### config.mk
export PLATFORM = sky130hd
export DESIGN_NAME = ifu_ibuf
export DESIGN_NICKNAME = d
export VERILOG_FILES = /design/src/rtl/risXv_ifu_pkg.sv /design/src/rtl/ifu_ibuf_slot_sel.sv /design/src/rtl/ifu_ibuf.sv
export SDC_FILE = /design/constraint.sdc
export NUM_CORES = 1
export LEC_CHECK = 0
export ABC_AREA = 1
export BUFFER_PORTS_ARGS = -buffer_cell sky130_fd_sc_hd__buf_2
export CAP_MARGIN = 20
export CORE_UTILIZATION = 45
export CTS_CLUSTER_DIAMETER = 100
export CTS_CLUSTER_SIZE = 30
export DETAILED_ROUTE_END_ITERATION = 16
export PLACE_DENSITY = 0.72
export RECOVER_POWER = 25
export SKIP_LAST_GASP = 1
export SLEW_MARGIN = 20
export SYNTH_ARGS = -nofsm -noshare
export SYNTH_HDL_FRONTEND = slang
export SYNTH_HIERARCHICAL = 1
export SYNTH_SLANG_ARGS = --single-unit
### constraint.sdc
create_clock -name i_clk -period 26.3 [get_ports i_clk]
set_clock_uncertainty 0.1 [all_clocks]
set_input_delay 3.945 -clock i_clk [delete_from_list [all_inputs] [get_ports i_clk]]
set_output_delay 3.945 -clock i_clk [all_outputs]
set_load 0.02 [all_outputs]
### src/rtl/risXv_ifu_pkg.sv
// risXv_ifu_pkg: shared fetch-unit types and widths.
package risXv_ifu_pkg;
    localparam int MXLEN       = 32;
    localparam int FETCH_BYTES = 16;
    localparam int FETCH_SLOTS = FETCH_BYTES / 4;
    localparam int INSTR_W     = 32;

    typedef struct packed {
        logic [MXLEN-1:0]                    pc;
        logic [FETCH_SLOTS-1:0][INSTR_W-1:0] data;
        logic [1:0]                          start_slot;
    } fetch_pkt_t;
endpackage

### src/rtl/ifu_ibuf_slot_sel.sv
// ifu_ibuf_slot_sel: picks the current instruction and its PC out of the head packet.
module ifu_ibuf_slot_sel
    import risXv_ifu_pkg::*;
#(
    parameter int XLEN = MXLEN
) (
    input  fetch_pkt_t         head,
    input  logic [1:0]         slot,
    output logic [XLEN-1:0]    pc,
    output logic [INSTR_W-1:0] instr
);
    logic unused;

    assign pc     = {head.pc[XLEN-1:4], slot, 2'b00};
    assign instr  = head.data[slot];
    assign unused = ^{head.pc[3:0], head.start_slot};
endmodule

### src/rtl/ifu_ibuf.sv
// ifu_ibuf: packet FIFO between fetch and decode, one 32-bit instruction per handshake,
// with a stall to pcGen that keeps room for packets still in flight.
module ifu_ibuf
    import risXv_ifu_pkg::*;
#(
    parameter int XLEN     = MXLEN,
    parameter int DEPTH    = 4,
    parameter int INFLIGHT = 2
) (
    input  logic                 i_clk,
    input  logic                 i_rst_n,
    input  logic                 i_flush,
    input  logic                 i_fetch_ibuf_valid,
    input  logic [XLEN-1:0]      i_fetch_ibuf_pc,
    input  logic [127:0]         i_fetch_ibuf_data,
    input  logic                 i_dec_ibuf_ready,
    output logic                 o_ibuf_dec_valid,
    output logic [XLEN-1:0]      o_ibuf_dec_pc,
    output logic [INSTR_W-1:0]   o_ibuf_dec_instr,
    output logic                 o_ibuf_pcGen_stall,
    output logic                 o_ibuf_ovf
);
    localparam int AW = $clog2(DEPTH);
    localparam logic [AW:0] FULL     = (AW+1)'(DEPTH);
    localparam logic [AW:0] ONE      = (AW+1)'(1);
    localparam logic [AW:0] STALL_AT = (AW+1)'(DEPTH - INFLIGHT);

    fetch_pkt_t    mem [DEPTH];
    logic [AW-1:0] wr_ptr, rd_ptr, rd_nxt;
    logic [AW:0]   count;
    logic [1:0]    slot, in_start, nxt_start;
    logic          ovf, xfer, pop, push, drop;

    assign o_ibuf_dec_valid   = count != '0;
    assign o_ibuf_pcGen_stall = count >= STALL_AT;
    assign o_ibuf_ovf         = ovf;

    always_comb begin
        in_start  = i_fetch_ibuf_pc[3:2];
        rd_nxt    = rd_ptr + AW'(1);
        xfer      = o_ibuf_dec_valid && i_dec_ibuf_ready;
        pop       = xfer && slot == 2'd3;
        push      = i_fetch_ibuf_valid && (count != FULL || pop);
        drop      = i_fetch_ibuf_valid && !push;
        // With one entry left, the next head is the packet arriving this very cycle.
        nxt_start = count == ONE ? (push ? in_start : 2'd0) : mem[rd_nxt].start_slot;
    end

    always_ff @(posedge i_clk or negedge i_rst_n) begin
        if (!i_rst_n) begin
            count  <= '0;
            wr_ptr <= '0;
            rd_ptr <= '0;
            slot   <= '0;
            ovf    <= 1'b0;
        end else if (i_flush) begin
            count  <= '0;
            wr_ptr <= '0;
            rd_ptr <= '0;
            slot   <= '0;
        end else begin
            ovf    <= ovf | drop;
            count  <= count + (AW+1)'(push) - (AW+1)'(pop);
            if (push) wr_ptr <= wr_ptr + AW'(1);
            if (pop) rd_ptr <= rd_nxt;
            if (count == '0) slot <= push ? in_start : 2'd0;
            else if (xfer) slot <= pop ? nxt_start : slot + 2'd1;
        end
    end

    always_ff @(posedge i_clk) begin
        if (push && !i_flush) mem[wr_ptr] <= {i_fetch_ibuf_pc, i_fetch_ibuf_data, in_start};
    end

    ifu_ibuf_slot_sel #(.XLEN(XLEN)) u_slot_sel (
        .head  (mem[rd_ptr]),
        .slot  (slot),
        .pc    (o_ibuf_dec_pc),
        .instr (o_ibuf_dec_instr)
    );
endmodule

==> flow_summary_export.csv <==
group,metric,value,unit
setup_path,worstPathRequired,22.25,ns
setup_path,path_max_fanout,96,
floorplanning,core-area,56700,sq um
setup_path,worst_path_largest_cell_delay,0.91,ns
floorplanning,die-height,242,microns
route,wl_met2,30.6,mm
setup_path,critical_path.cell_chain,"buf_4 > buf_4 > buf_4 > o21ai_0 > o22ai_1 > inv_1 > nand2_1 > nand3_1 > nand2_1 > buf_2",
placed_design,pre_cts_ws,17.49,ns
setup_path,arrival,5.47,ns
clock_network,clk_latency,0.57,ns
route,wl,63.5,mm
setup_path,crit_buf_inv,5,
clock_network,cts.sinks,642,
clock_network,numCtsBuffers,25,
timing,tns,0,ns
grt,grt_usage,21.1,%
timing,rsz0062_at_grt,"no",
cells_and_area,layout_commonest_cell,"edfxtp_1",
cells_and_area,syn_to_final_growth,7.37,%
logic_synthesis,avgSynthCellArea,12.7,sq um
logic_synthesis,yosysWarningCount,6,
route,antenna_left,0,
route,dr_wl_met3,5.04,mm
clock_network,cts_tree,"built",
min_path,hold_class,"reg2reg",
timing,drv_slew,0,
clock_network,max-clock-path-buffers,3,
clock_network,path_clk_slew,0.11,ns
setup_path,start_kind,"flip-flop",
grt,grt_overflow,0,
grt,grt_max_degree,135,
clock_network,clockRootBuffer,"clkbuf_16",
setup_path,crit_cells,10,
setup_path,reg2reg_depth,10,
route,firstDrtPassIters,5,
floorplanning,io_pins,232,
timing,timing.final.ws_setup,16.78,ns
route,top_layer,"met5",
timing,period_minus_slack,9.52,ns
route,drc,0,
clock_network,ctsHoldBuffers,0,
route,wl_per_cell,21.6,microns
floorplanning,fp-row-count,87,
cells_and_area,nets,2341,
clock_network,post_cts_buffers,0,
placed_design,place_congestion,0.798,
clock_network,ctsResizeCount,0,
timing,setup_viol,0,
route,drt_iter0_drc,1836,
logic_synthesis,synth_area,26000,sq um
route,via_per_inst,5.56,
route,wl_met1,25.9,mm
setup_path,crit_top_cell,"buf_4",
clock_network,h-tree-depth,1,
power,p_leak,9.88,nW
setup_path,crit_type,"reg2out",
run_status,status,"finished clean",
grt,antenna_found_initial,30,
placed_design,io_buffers,227,
power,peakVddDrop,0.0522,mV
power,fin_total_pwr,2.10,mW
job,cap_viol_max_count,0,
floorplanning,initial_core_util,45.8,%
cells_and_area,fillers,4906,
timing,fin_crit_sh,36.2,%
power,p_per_area,75.3,nW/um^2
grt,grt_pass1_wl,94.9,mm
setup_path,cp-end-kind,"primary output",
timing,slew_headroom,29.4,%
logic_synthesis,netlist_instances,2049,
floorplanning,dieArea,58700,sq um
timing,fmax,0.105,GHz
route,vias,16400,
min_path,hold_depth,1,
grt,grt_pass1_vias,15600,
cells_and_area,mostFrequentLayoutCells,"edfxtp_1, o21ai_0, nor2_1, nand2_1, inv_1",
timing,worst_pin_slew,1.06,ns
setup_path,crit_family,"buffers and inverters",
setup_path,worst_path_max_delay_cell,"dfrtp_4",
floorplanning,dieWidth,242,microns
placed_design,dp_hpwl,38.1,mm
cells_and_area,drive_gt1_share,9.72,%
timing,hold_viol_final,0,
where the power goes:
| part | internal [mW] | switching, mW |
|---|---|---|
| registers | 1.19 | 0.0174 |
| clock network | 0.184 | 0.287 |
| logic | 0.106 | 0.315 |
| total | 1.48 | 0.620 |
final timing paths:
check,startpoint,to,slack [ns]
worst max-delay path,rd_ptr[0]$_DFFE_PN0P_,o_ibuf_dec_instr[8],16.78
worst min-delay path,o_ibuf_ovf$_DFFE_PN0N_,o_ibuf_ovf$_DFFE_PN0N_,0.40
worst max register to register,slot[1]$_DFFE_PN0P_,mem[1][37]$_DFFE_PP_,21.57
worst min register to register,o_ibuf_ovf$_DFFE_PN0N_,o_ibuf_ovf$_DFFE_PN0N_,0.40
max in group asynchronous,i_rst_n,rd_ptr[1]$_DFFE_PN0P_,22.48
min in group asynchronous,i_rst_n,o_ibuf_ovf$_DFFE_PN0N_,3.21
cell type report:
cell class / instances / area [sq um] / area share (%)
timing repair buffer: 250 / 1220 / 4.36
inverter: 158 / 603 / 2.16
clock inverter: 5 / 58.8 / 0.211
sequential: 642 / 19200 / 69.0
clock buffer: 25 / 626 / 2.24
tap: 756 / 946 / 3.39
antenna: 17 / 42.5 / 0.153
multi-input combinational: 1090 / 5160 / 18.5
flip-flops by register name, indices dropped and copies added, names as in the netlist:
register / flops
mem: 632
count: 3
rd_ptr: 2
slot: 2
wr_ptr: 2
o_ibuf_ovf: 1
metal layers:
metal  global-route usage (%)  up-vias
met2                     34.4      625
li1                         -     7464
met4                     6.44       16
met5                        0        -
met1                     29.2     8156
met3                     3.47      103
per-stage QoR:
step | instances | hold slack (ns) | util (%) | area [sq um]
finish | 2943 | 0.403 | 49.2 | 27900
global route | 2935 | 0.415 | 49.1 | 27900
CTS | 2925 | 0.399 | 49.3 | 27900
detailed placement | 2895 | 0.370 | 48.1 | 27300
global placement | 2895 | 0.357 | 48.1 | 27300
floorplan | 2050 | 0.417 | - | 26000
Note: power is estimated with default switching activity, not from simulation.
